[src/rtl/pc_register.sv]
// Program-counter and architectural-status register for the single-cycle Y86-64 core.
// Optional single-step control is compiled in with `define PC_SINGLE_STEP_EN.
module pc_register #(
    parameter logic [63:0] RESET_PC = 64'h0,
    parameter int          CNT_W    = 32
) (
    input  logic             clk,
    input  logic             rst_n,
    input  logic [63:0]      nPC,
    input  logic [3:0]       icode,
    input  logic             instr_valid,
    input  logic             imem_error,
    input  logic             dmem_error,
    input  logic             start,
    input  logic             restart,
`ifdef PC_SINGLE_STEP_EN
    input  logic             step_mode,
    input  logic             step_req,
    output logic             step_ack,
`endif
    output logic [63:0]      PC,
    output logic [2:0]       stat,
    output logic             running,
    output logic [CNT_W-1:0] cycle_count,
    output logic [CNT_W-1:0] instr_count
);

    localparam logic [2:0] STAT_AOK = 3'd1;
    localparam logic [2:0] STAT_HLT = 3'd2;
    localparam logic [2:0] STAT_ADR = 3'd3;
    localparam logic [2:0] STAT_INS = 3'd4;

    typedef enum logic [1:0] {IDLE, RUN, HALTED, FAULT} state_t;

    state_t            state, state_nxt;
    logic [63:0]       pc_nxt;
    logic [2:0]        stat_nxt;
    logic [CNT_W-1:0]  cc_nxt, ic_nxt;
    logic              slot;
    logic              ack_nxt;

    function automatic logic [CNT_W-1:0] sat_inc(input logic [CNT_W-1:0] v);
        return (&v) ? v : v + {{(CNT_W-1){1'b0}}, 1'b1};
    endfunction

`ifdef PC_SINGLE_STEP_EN
    assign slot = !step_mode || step_req;
`else
    assign slot = 1'b1;
`endif

    always_comb begin
        state_nxt = state;
        pc_nxt    = PC;
        stat_nxt  = stat;
        cc_nxt    = cycle_count;
        ic_nxt    = instr_count;
        ack_nxt   = 1'b0;
        case (state)
            IDLE: begin
                if (start) state_nxt = RUN;
            end
            RUN: begin
                cc_nxt = sat_inc(cycle_count);
                if (slot) begin
                    ack_nxt = 1'b1;
                    // Fault checks precede halt so a faulting halt never counts as retired.
                    if (imem_error) begin
                        stat_nxt  = STAT_ADR;
                        state_nxt = FAULT;
                    end else if (!instr_valid) begin
                        stat_nxt  = STAT_INS;
                        state_nxt = FAULT;
                    end else if (dmem_error) begin
                        stat_nxt  = STAT_ADR;
                        state_nxt = FAULT;
                    end else if (icode == 4'h0) begin
                        stat_nxt  = STAT_HLT;
                        state_nxt = HALTED;
                        ic_nxt    = sat_inc(instr_count);
                    end else begin
                        pc_nxt    = nPC;
                        ic_nxt    = sat_inc(instr_count);
                    end
                end
            end
            HALTED, FAULT: begin
                if (restart) begin
                    pc_nxt    = RESET_PC;
                    stat_nxt  = STAT_AOK;
                    cc_nxt    = '0;
                    ic_nxt    = '0;
                    state_nxt = RUN;
                end
            end
            default: state_nxt = IDLE;
        endcase
`ifdef PC_SINGLE_STEP_EN
        if (!step_mode) ack_nxt = 1'b0;
`endif
    end

    always_ff @(posedge clk or negedge rst_n) begin
        if (!rst_n) begin
            state       <= IDLE;
            PC          <= RESET_PC;
            stat        <= STAT_AOK;
            running     <= 1'b0;
            cycle_count <= '0;
            instr_count <= '0;
`ifdef PC_SINGLE_STEP_EN
            step_ack    <= 1'b0;
`endif
        end else begin
            state       <= state_nxt;
            PC          <= pc_nxt;
            stat        <= stat_nxt;
            running     <= (state_nxt == RUN);
            cycle_count <= cc_nxt;
            instr_count <= ic_nxt;
`ifdef PC_SINGLE_STEP_EN
            step_ack    <= ack_nxt;
`endif
        end
    end

`ifndef PC_SINGLE_STEP_EN
    logic unused_ack;
    assign unused_ack = ack_nxt;
`endif

endmodule

[config.mk]
export PLATFORM = sky130hd
export DESIGN_NAME = pc_register
export DESIGN_NICKNAME = d
export VERILOG_FILES = /design/src/rtl/pc_register.sv
export SDC_FILE = /design/constraint.sdc
export NUM_CORES = 1
export LEC_CHECK = 0
export ABC_CLOCK_PERIOD_IN_PS = 5600
export BUFFER_PORTS_ARGS = -buffer_cell sky130_fd_sc_hd__buf_2
export CORE_MARGIN = 2
export CORE_UTILIZATION = 56
export DETAILED_ROUTE_END_ITERATION = 6
export GPL_TIMING_DRIVEN = 1
export PLACE_DENSITY = 0.85
export SLEW_MARGIN = 20
export SYNTH_ARGS = -nofsm -noshare
export SYNTH_HDL_FRONTEND = slang
export SYNTH_SLANG_ARGS = --single-unit
[constraint.sdc]
create_clock -name clk -period 5.6 [get_ports clk]
set_input_delay 0.84 -clock clk [delete_from_list [all_inputs] [get_ports clk]]
set_output_delay 0.84 -clock clk [all_outputs]
set_load 0.05 [all_outputs]
==> impl_results.md, run 1 <==
* CTS Hold Buffers Added at 0
* Initial Util at 58.04%
* Drt first pass iters at 5
* Hold Vio Cnt, Final at 0
* Top cells by count, synth: nand2_1 (171), dfrtp_1 (133), nand3_1 (90)
* Number of H-tree levels at 4
* Slew Limit Fails at 0
* Crit path max fanout at 40
* Final Skew at 0.005490 ns
* CTS tree: done
* Post-DP HPWL at 12570 um
* Setup bufs post-CTS at 0
* Final setup viols at 0
* Count of input and output buffers at 206
* Ys Warns at 0
* FF+latch count, synth at 134
* Relative slew slack at 30.71%
* Vias in the first global route at 6134
* Die Y at 113.5 um
* Top-count cell post-synth: nand2_1
* Slew at the pin closest to its max-slew limit at 1.030 ns
* Worst hold path type: flop to flop
* GRT overflow at 0
* Fraction of layout cells with a size suffix above 1 at 27.10%
* WL per Instance at 17.32 um
* Leak at 4.399 nW
* EDFF count, synth at 0
* CTS root buffer: clkbuf_16
* TNS Setup at 0 ns
* Final min period at 3.433 ns
* Synthesized cell area at 6713 sq um
* Post-synth top area share at 49.58%
* Dominant synthesized flop cell: dfrtp_1
* CTS sink count at 134
* WS Path Type: flop to flop
* Post-Syn Nets at 830
* # fillers at 878
* PD cells at 552.4 nW/um^2
* Via density at 6.049
* Top area cells in the synthesized netlist: dfrtp_1 (50%), nand2_1 (9.6%), nand3_1 (6.7%)
* RSZ-0062 raised after global routing: no
* Mapped Cells at 753
* Latest clock arrival within the worst-skew pair at 0.42 ns
* DRC at 0
* Area occupied by multi-input gates at 3146 sq um
* Post-Place Cells at 1063
* Maxcap violations at 0
* Fin crit share at 61.31%
* Vias after detailed routing at 6624
* Worst VDD drop at 521.9 uV
* DRT iter0 DRCs at 716
* Sequential cell area at 3354 sq um
* Required time of the critical path at 5.95 ns
* CP Capture Type: flop
* Num rows at 39
* Synth area leader: dfrtp_1
* I/O pins at 207
* Layout Cells excl Fill at 1095
* Detail Route Antenna Nets at 0
* Final setup margin at 2.167 ns
* CTS clk-pin slew, worst paths at 0.05 ns
* Pin count of the biggest net entering global routing at 84
* Critical path startpoint category: flop
* Detailed Route WL at 18960 um
* Avg Cell Area, Syn at 8.915 sq um
* Arr. time, crit path at 3.79 ns
* Growth of design area from synthesis to finish at 24.85%
* Die W at 113.5 um
* Core ar. at 11560 sq um
* Cts repair resizes at 0
* Max Fclk at 291.3 MHz
* Nets@finish at 1016
* Placer Congestion at 0.8910
* Tot Pwr at 4.629 mW
* Post-Place Worst Slack at 1.802 ns
* DIE AREA at 12880 sq um
* Gr usage total at 30.09%
* Post-synth cell types at 63
* Cts bufs inserted at 17
* CTS max path bufs at 2
* Ys async rst share at 100.0%
* Ant diodes at 0
* First-pass GRT wire length at 30830 um
* Antenna violations before repair at 0
* Seq/Total Area, Yosys at 49.97%
* Status: complete, no violations
[worst paths after layout]
check | from | to | slack, ns | depth (start not counted)
setup / recovery | state[1]$_DFF_PN0_ | PC[59]$_DFFE_PN0P_ | 2.17 | 7
hold / removal | PC[28]$_DFFE_PN0P_ | PC[28]$_DFFE_PN0P_ | 0.46 | 2
setup reg to reg | state[1]$_DFF_PN0_ | PC[59]$_DFFE_PN0P_ | 2.17 | 7
hold reg to reg | PC[28]$_DFFE_PN0P_ | PC[28]$_DFFE_PN0P_ | 0.46 | 2
max in group asynchronous | rst_n | PC[43]$_DFFE_PN0P_ | 4.00 | 2
min in group asynchronous | rst_n | cycle_count[23]$_DFFE_PN0P_ | 0.47 | 1
[area by class of cell]
class / instances / area share, %
clock buffer: 24 / 5.867
inverter: 6 / 0.2687
clock inverter: 8 / 1.165
sequential: 134 / 40.03
timing repair buffer: 213 / 13.00
tap: 143 / 2.135
multi-input combinational: 567 / 37.53
[routing by layer]
| metal | GRT usage, % | wire, um | up-vias |
|---|---|---|---|
| met2 | 47.66 | 9118 | 337 |
| met1 | 41.04 | 7704 | 3120 |
| met3 | 7.705 | 1745 | 34 |
| met4 | 9.756 | 393 | 0 |
| met5 | 0 | 0 | - |
| li1 | - | - | 3133 |
[through the flow]
stage / cell area [sq um] / util, % / hold slack, ns
floorplan: 6713 / - / 0.5444
global placement: 7787 / 67.34 / 0.4445
detailed placement: 7787 / 67.34 / 0.4502
CTS: 8377 / 72.43 / 0.4628
global route: 8381 / 72.47 / 0.4821
finish: 8381 / 72.47 / 0.4605
[power breakdown]
part | total [mW] | internal [mW] | switching [mW]
Clock | 1.11 | 0.700 | 0.408
Sequential | 1.44 | 1.25 | 0.192
Combinational | 2.08 | 0.418 | 1.66
[cell usage in the layout, fill, tap and decap left out, drive strengths merged, types with 3 or more instances in the layout]
master,synthesis,layout
nand3,90,90
or2,7,7
nand2,171,171
nor2b,4,4
dfrtp,133,133
o21a,7,7
a211o,3,3
clkinv,0,3
and3,24,24
o31ai,10,10
a21oi,25,25
nor4,18,18
a41oi,5,5
o21ai,20,20
buf,11,213
nand4,23,23
a21o,4,4
o2bb2ai,5,5
mux2i,7,7
a221o,11,11
clkbuf,35,24
nor3,13,13
or4,6,6
and2,7,7
nor2,36,36
and4,8,8
a31oi,31,31
nor3b,3,3
inv,6,6
clkinvlp,0,3
[critical path, stage by stage (launching register included)]
cell	delay, ns
dfrtp_1	0.35
buf_4	0.26
nor2b_1	0.79
a21oi_2	0.37
a21oi_4	0.88
buf_4	0.42
nand3_1	0.14
nand2_1	0.13
[state kept, by name, indices dropped and copies added, names as in the netlist]
signal / count
PC: 64
cycle_count: 32
instr_count: 32
stat: 3
state: 2
running: 1
[cells by family (layout without fill, tap and decap cells)]
| logic type | after synthesis | count (layout) | share of synthesized area [%] |
|---|---|---|---|
| mux | 8 | 8 | 1.212 |
| flops | 134 | 134 | 49.97 |
| buf+inv | 52 | 251 | 3.541 |
| compound gates | 140 | 140 | 14.48 |
| simple gates | 417 | 417 | 30.42 |
| fa+ha+maj | 2 | 2 | 0.3727 |
Note: power is estimated with default switching activity, not from simulation.
==> run 2: changes to the inputs <==
ABC_CLOCK_PERIOD_IN_PS = 3000   (was 5600)
CORE_UTILIZATION = 47   (was 56)
PLACE_DENSITY = 0.76   (was 0.85)
clock period = 3 ns   (was 5.6 ns; I/O delays follow)
==> run 2 against run 1 <==
  * Register-to-register slack worse by 1.9 ns
  * Sequential share of layout area down 0.61 points
  * Critical path type unchanged
  * Highest routed layer unchanged
  * Final cell count up 4.6%
  * Critical path depth down 1
  * Hold slack worse by 0.43 ns
  * Clock power up 77%
  * Largest power group unchanged
  * First-iteration DRC count down 16%
  * Count of clock-buffer cells in the layout down 4
  * Maximum frequency up 23%
  * Critical endpoint is now cycle_count[23]$_DFFE_PN0P_
  * Non-clock buffer count up 13
  * Sequential power up 84%
==> impl_results.md, run 2 (synthesis results as in run 1) <==
* Num rows at 43 (was 39)
* CTS root buffer: clkbuf_16 (unchanged)
* Critical path, cell by cell: ha_1 -> nand3_1 -> or4_4 -> o31a_1 -> and3_1 -> a221o_1 (was buf_4 -> nor2b_1 -> a21oi_2 -> a21oi_4 -> buf_4 -> nand3_1 -> nand2_1)
* Status: complete, no violations (unchanged)
* First-pass GRT wire length at 31230 um (was 30830 um)
* WL per Instance at 16.88 um (was 17.32 um)
* Largest Register: PC (unchanged)
* Top Family by Delay on Critical Path: simple AND/OR/NAND/NOR gates (was compound AO/OA/AOI/OAI gates)
* Routed length on met1 at 8267 um (was 7704 um)
* Ant diodes at 0 (unchanged)
* Final hold slack at 0.03505 ns (was 0.4605 ns)
* I/O pins at 207 (unchanged)
* DRT iter0 DRCs at 598 (was 716)
* Count of input and output buffers at 206 (unchanged)
* Cts repair resizes at 0 (unchanged)
* Final setup viols at 0 (unchanged)
* Relative slew slack at 33.74% (was 30.71%)
* Number of H-tree levels at 4 (unchanged)
* WS Path Type: flop to flop (unchanged)
* Fin crit share at 92.72% (was 61.31%)
* Cts bufs inserted at 17 (unchanged)
* DIE AREA at 15250 sq um (was 12880 sq um)
* Biggest regs: PC: 64 flops, cycle_count: 32 flops, instr_count: 32 flops (unchanged)
* Setup bufs post-CTS at 0 (unchanged)
* GRT overflow at 0 (unchanged)
* Vias in the first global route at 6177 (was 6134)
* Required time of the critical path at 3.30 ns (was 5.95 ns)
* Latest clock arrival within the worst-skew pair at 0.42 ns (about the same)
* Core ar. at 13930 sq um (was 11560 sq um)
* Slowest CP cell: o31a_1 (was a21oi_4)
* PD cells at 1006 nW/um^2 (was 552.4 nW/um^2)
* Worst hold path type: primary input to asynchronous set/reset pin (was flop to flop)
* Initial Util at 48.17% (was 58.04%)
* Pin count of the biggest net entering global routing at 71 (was 84)
* Routed wl met2 at 9197 um (was 9118 um)
* Total stage count of the critical path at 6 (was 7)
* Final Skew at 0.01141 ns (was 0.005490 ns)
* RSZ-0062 raised after global routing: no (unchanged)
* Antenna violations before repair at 1 (was 0)
* CP Capture Type: flop (unchanged)
* Top Layer Used: met4 (unchanged)
* FF-to-FF path depth at 6 (was 7)
* # fillers at 1235 (was 878)
* Detailed Route WL at 19320 um (was 18960 um)
* Growth of design area from synthesis to finish at 26.77% (was 24.85%)
* DRC at 0 (unchanged)
* Die W at 123.5 um (was 113.5 um)
* CTS clk-pin slew, worst paths at 0.06 ns (was 0.05 ns)
* Arr. time, crit path at 3.08 ns (was 3.79 ns)
* TNS Setup at 0 ns (unchanged)
* Tot Pwr at 8.557 mW (was 4.629 mW)
* Hold Vio Cnt, Final at 0 (unchanged)
* Commonest non-fill, non-tap cell in the layout: buf_2 (unchanged)
* CTS max path bufs at 2 (unchanged)
* Crit path max fanout at 29 (was 40)
* Most frequent cells in the layout: buf_2 (205), nand2_1 (171), dfrtp_1 (133) (unchanged)
* Number of flip-flops in the largest register at 64 (unchanged)
* Slew at the pin closest to its max-slew limit at 0.9939 ns (was 1.030 ns)
* Nets@finish at 1029 (was 1016)
* Critical path startpoint category: flop (unchanged)
* Met3 Routed Length at 1535 um (was 1745 um)
* CTS tree: done (unchanged)
* Final min period at 2.782 ns (was 3.433 ns)
* Gr usage total at 26.09% (was 30.09%)
* Post-DP HPWL at 13000 um (was 12570 um)
* Vias after detailed routing at 6566 (was 6624)
* Detail Route Antenna Nets at 0 (unchanged)
* Fraction of layout cells with a size suffix above 1 at 28.08% (was 27.10%)
* Slowest stage delay, CP at 0.62 ns (was 0.88 ns)
* Slew Limit Fails at 0 (unchanged)
* Placer Congestion at 0.8881 (was 0.8910)
* Via density at 5.734 (was 6.049)
* Die Y at 123.5 um (was 113.5 um)
* Number of buffers and inverters on the critical path at 0 (was 2)
* Maxcap violations at 0 (unchanged)
* Drt first pass iters at 4 (was 5)
* Max Fclk at 359.5 MHz (was 291.3 MHz)
* CTS sink count at 134 (unchanged)
* CTS Hold Buffers Added at 0 (unchanged)
* Leak at 4.452 nW (was 4.399 nW)
* Worst VDD drop at 857.8 uV (was 521.9 uV)
[run 2: cell count changes in the layout (fill, tap and decap cells not counted), moves of 2 or more]
| cell | delta |
|---|---|
| buf_4 | +11 |
| clkbuf_8 | -3 |
| clkinv_4 | +3 |
| buf_12 | +2 |
[run 2: final cells by class]
| cell class | instances | area (sq um) | area share (%) |
|---|---|---|---|
| clock buffer | 20 | 446.7 | 5.249 |
| clock inverter | 12 | 106.4 | 1.250 |
| inverter | 6 | 22.52 | 0.2647 |
| multi-input combinational | 567 | 3142 | 36.92 |
| sequential | 134 | 3354 | 39.42 |
| tap | 180 | 225.2 | 2.647 |
| timing repair buffer | 226 | 1212 | 14.25 |
[run 2: worst paths after layout]
kind                                            startpoint                           to  slack, ns
max in group asynchronous                            rst_n  cycle_count[10]$_DFFE_PN0P_       2.18
worst min-delay path                                 rst_n           PC[17]$_DFFE_PN0P_       0.04
worst max-delay path            cycle_count[0]$_DFFE_PN0P_  cycle_count[23]$_DFFE_PN0P_       0.22
min in group clk                                   nPC[30]           PC[30]$_DFFE_PN0P_       0.25
worst min register to register          PC[59]$_DFFE_PN0P_           PC[59]$_DFFE_PN0P_       0.46
worst max register to register  cycle_count[0]$_DFFE_PN0P_  cycle_count[23]$_DFFE_PN0P_       0.22
[run 2: metrics by stage]
stage / setup WS [ns] / util (%) / cell area [sq um] / cells
after floorplan: 0.3748 / - / 6713 / 753
after global placement: 0.3495 / 57.10 / 7956 / 1113
after detailed placement: 0.2273 / 57.10 / 7956 / 1113
after CTS: 0.2069 / 61.07 / 8509 / 1145
after global routing: 0.01940 / 61.07 / 8509 / 1145
final: 0.2183 / 61.07 / 8509 / 1145
[run 2: layer usage]
layer  GRT usage, %  vias to the layer above
met2          40.90                      245
met3          8.948                       25
li1               -                     3154
met1          34.46                     3142
met5              0                        -
met4          7.315                        0
[run 2: where the power goes]
part	leakage [nW]	internal [mW]	switching (mW)
Combinational	2.39	0.840	3.11
Clock	0.262	1.16	0.800
Sequential	1.80	2.33	0.320
Total	4.45	4.32	4.23
==> run 3: changes to the inputs <==
ABC_AREA = 1   (was unset)
ABC_CLOCK_PERIOD_IN_PS = 2260   (was 3000)
CORE_UTILIZATION = 48   (was 47)
clock period = 2.26 ns   (was 3 ns; I/O delays follow)
==> run 3 against run 2 <==
  * Register-to-register slack about the same
  * Wire length is 0.10% higher
  * First-iteration DRC count is 17% lower
  * Sequential share of layout area decreased by 2.8 points
  * Hold slack better by 0.12 ns
  * Sequential power increased by 38%
  * Clock skew is 0.0013 ns lower
  * Worst setup slack got worse by 0.014 ns
  * Critical path type unchanged
  * Largest cell class unchanged
==> impl_results.md, run 3 <==
* Hold Vio Cnt, Final at 0 (unchanged)
* Top area cells in the synthesized netlist: dfrtp_1 (46%), nand2_1 (14%), nand3_1 (7.4%) (was dfrtp_1 (50%), nand2_1 (9.6%), nand3_1 (6.7%))
* Detail Route Antenna Nets at 0 (unchanged)
* Number of flip-flops in the largest register at 64 (unchanged)
* Largest Register: PC (unchanged)
* Detailed Route WL at 19340 um (was 19320 um)
* First-pass GRT wire length at 32040 um (was 31230 um)
* Slew Limit Fails at 0 (unchanged)
* Post-DP HPWL at 14300 um (was 13000 um)
* Post-Place Cells at 1345 (was 1113)
* Count of input and output buffers at 206 (unchanged)
* Post-synth top area share at 45.74% (was 49.58%)
* Post-synth cell types at 35 (was 63)
* Worst R2R End: cycle_count[1]$_DFFE_PN0P_ (was cycle_count[23]$_DFFE_PN0P_)
* Vias after detailed routing at 7064 (was 6566)
* FF-to-FF path depth at 10 (was 6)
* CTS tree: done (unchanged)
* Max Fclk at 486.3 MHz (was 359.5 MHz)
* Mapped Cells at 972 (was 753)
* PD cells at 1314 nW/um^2 (was 1006 nW/um^2)
* Ys Warns at 0 (unchanged)
* RSZ-0062 raised after global routing: no (unchanged)
* Number of H-tree levels at 4 (unchanged)
* Final setup viols at 0 (unchanged)
* Dominant synthesized flop cell: dfrtp_1 (unchanged)
* Gr usage total at 24.80% (was 26.09%)
* Slew at the pin closest to its max-slew limit at 0.6160 ns (was 0.9939 ns)
* Die W at 127.1 um (was 123.5 um)
* CP Capture Type: flop (unchanged)
* Most frequent cells in the layout: nand2_1 (279), buf_2 (205), dfrtp_1 (133) (was buf_2 (205), nand2_1 (171), dfrtp_1 (133))
* DIE AREA at 16160 sq um (was 15250 sq um)
* Final min period at 2.056 ns (was 2.782 ns)
* CTS sink count at 134 (unchanged)
* Worst hold start: nPC[44]
* Initial Util at 48.41% (was 48.17%)
* Required time of the critical path at 2.56 ns (was 3.30 ns)
* Crit path max fanout at 13 (was 29)
* DRC at 0 (unchanged)
* CTS max path bufs at 2 (unchanged)
* Vias in the first global route at 6585 (was 6177)
* Antenna violations before repair at 1 (unchanged)
* Fraction of layout cells with a size suffix above 1 at 25.34% (was 28.08%)
* Critical path startpoint category: flop (unchanged)
* Hold Path Depth at 3
* Biggest regs: PC: 64 flops, cycle_count: 32 flops, instr_count: 32 flops (unchanged)
* FF+latch count, synth at 134 (unchanged)
* FF-to-FF Start: cycle_count[0]$_DFFE_PN0P_ (unchanged)
* Util after Layout at 60.98% (was 61.07%)
* Core ar. at 15030 sq um (was 13930 sq um)
* WL per Instance at 14.01 um (was 16.88 um)
* Top-count cell post-synth: nand2_1 (unchanged)
* Top cells by count, synth: nand2_1 (279), dfrtp_1 (133), inv_1 (118) (was nand2_1 (171), dfrtp_1 (133), nand3_1 (90))
* TNS Setup at 0 ns (unchanged)
* Final Skew at 0.01013 ns (was 0.01141 ns)
* Synth area leader: dfrtp_1 (unchanged)
* Die Y at 127.1 um (was 123.5 um)
* Synthesized cell area at 7277 sq um (was 6713 sq um)
* Layout Cells excl Fill at 1381 (was 1145)
* Status: complete, no violations (unchanged)
* CTS root buffer: clkbuf_16 (unchanged)
* Arr. time, crit path at 2.35 ns (was 3.08 ns)
* Commonest non-fill, non-tap cell in the layout: nand2_1 (was buf_2)
* Setup slack, reg-to-reg at 0.20 ns (was 0.22 ns)
* GRT overflow at 0 (unchanged)
* Latest clock arrival within the worst-skew pair at 0.42 ns (about the same)
* Via density at 5.115 (was 5.734)
* Fin crit share at 90.98% (was 92.72%)
* Growth of design area from synthesis to finish at 25.98% (was 26.77%)
* Relative slew slack at 58.94% (was 33.74%)
* Pin count of the biggest net entering global routing at 56 (was 71)
* Ys async rst share at 100.0% (unchanged)
* Worst hold path type: primary input to flop (was primary input to asynchronous set/reset pin)
* Post-Syn Nets at 1049 (was 830)
* Placer Congestion at 0.9747 (was 0.8881)
* Drt first pass iters at 5 (was 4)
* EDFF count, synth at 0 (unchanged)
* CTS clk-pin slew, worst paths at 0.06 ns (about the same)
* Tot Pwr at 12.04 mW (was 8.557 mW)
* Seq/Total Area, Yosys at 46.10% (was 49.97%)
* Maxcap violations at 0 (unchanged)
* # fillers at 1392 (was 1235)
* WS Path Type: flop to flop (unchanged)
* Hold path endpoint: PC[44]$_DFFE_PN0P_
* DRT iter0 DRCs at 494 (was 598)
* Avg Cell Area, Syn at 7.487 sq um (was 8.915 sq um)
* Cts bufs inserted at 17 (unchanged)
* Leak at 4.406 nW (was 4.452 nW)
* Nets@finish at 1256 (was 1029)
* Num rows at 45 (was 43)
* Worst VDD drop at 970.8 uV (was 857.8 uV)
* I/O pins at 207 (unchanged)
run 3: cell count changes after synthesis, moves of 22 or more:
cell / before / now
and3_1: 24 / 0
o21ai_1: 0 / 30
inv_1: 5 / 118
o21ai_2: 0 / 22
a31oi_1: 31 / 0
o21ai_0: 20 / 72
nand2_1: 171 / 279
nor2_1: 36 / 104
a21oi_1: 24 / 2
run 3: worst max path at each step:
stage / from / end / slack (ns) / cells past startpoint
2_1_floorplan: cycle_count[0]$_DFFE_PN0P_ / cycle_count[0]$_DFFE_PN0P_ / 0.16 / 9
3_5_place_dp: cycle_count[0]$_DFFE_PN0P_ / cycle_count[31]$_DFFE_PN0P_ / 0.20 / 10
4_1_cts: cycle_count[0]$_DFFE_PN0P_ / cycle_count[31]$_DFFE_PN0P_ / 0.18 / 10
6_report: cycle_count[0]$_DFFE_PN0P_ / cycle_count[1]$_DFFE_PN0P_ / 0.20 / 10
5_1_grt: cycle_count[0]$_DFFE_PN0P_ / cycle_count[20]$_DFFE_PN0P_ / 0.02 / 10
3_3_place_gp: cycle_count[0]$_DFFE_PN0P_ / cycle_count[31]$_DFFE_PN0P_ / 0.32 / 10
run 3: worst max-delay path, stage by stage (launching register included):
cell     delay, ns
dfrtp_1       0.43
ha_1          0.23
nand2_2       0.07
nor2_2        0.19
nand2_2       0.11
nor2_4        0.20
nand3_2       0.22
nand2_8       0.22
inv_2         0.12
nand2_1       0.09
nand2_1       0.05
run 3: cells by family after synthesis:
| kind of cell | count (synthesis) | synth area share, % |
|---|---|---|
| AOI/OAI and AO/OA | 130 | 10.25 |
| xor gates and xnor gates | 26 | 3.129 |
| adders and majority gates | 2 | 0.3438 |
| buffers and inverters | 156 | 9.199 |
| DFF | 134 | 46.10 |
| and+or+nand+nor | 524 | 30.98 |
run 3: layer usage:
| layer | track usage, % | up-vias | wire (um) |
|---|---|---|---|
| met5 | 0 | - | 0 |
| met4 | 10.02 | 0 | 515 |
| met3 | 6.449 | 37 | 1381 |
| met2 | 39.47 | 261 | 8936 |
| met1 | 32.52 | 3273 | 8508 |
| li1 | - | 3493 | - |
run 3: layout make-up:
cell class	instances	area (sq um)	share of cell area (%)
antenna	1	2.502	0.02730
inverter	122	457.9	4.995
tap	188	235.2	2.566
multi-input combinational	682	3278	35.76
clock buffer	18	429.2	4.681
sequential	134	3354	36.59
clock inverter	14	175.2	1.911
timing repair buffer	222	1235	13.47
run 3: power breakdown:
group | leakage [nW] | switching (mW) | internal [mW]
clock | 0.287 | 1.11 | 1.75
combinational | 2.32 | 4.28 | 1.27
sequential | 1.79 | 0.537 | 3.11
run 3: repair_timing:
item / in CTS / in global routing
setup endpoints to repair: 0 / 4
resized for setup: 0 / 2
hold buffers: 1 / 0
buffers inserted: 0 / 2
endpoints found under the hold margin: 43 / 0
run 3: through the flow:
step | hold WS [ns] | instance area (sq um) | setup WS (ns)
floorplan | 0.04341 | 7277 | 0.1615
global placement | 0.3072 | 8506 | 0.3199
detailed placement | 0.3078 | 8506 | 0.2035
CTS | 0.1402 | 9120 | 0.1831
global route | 0.1525 | 9168 | 0.02253
finish | 0.1572 | 9168 | 0.2038
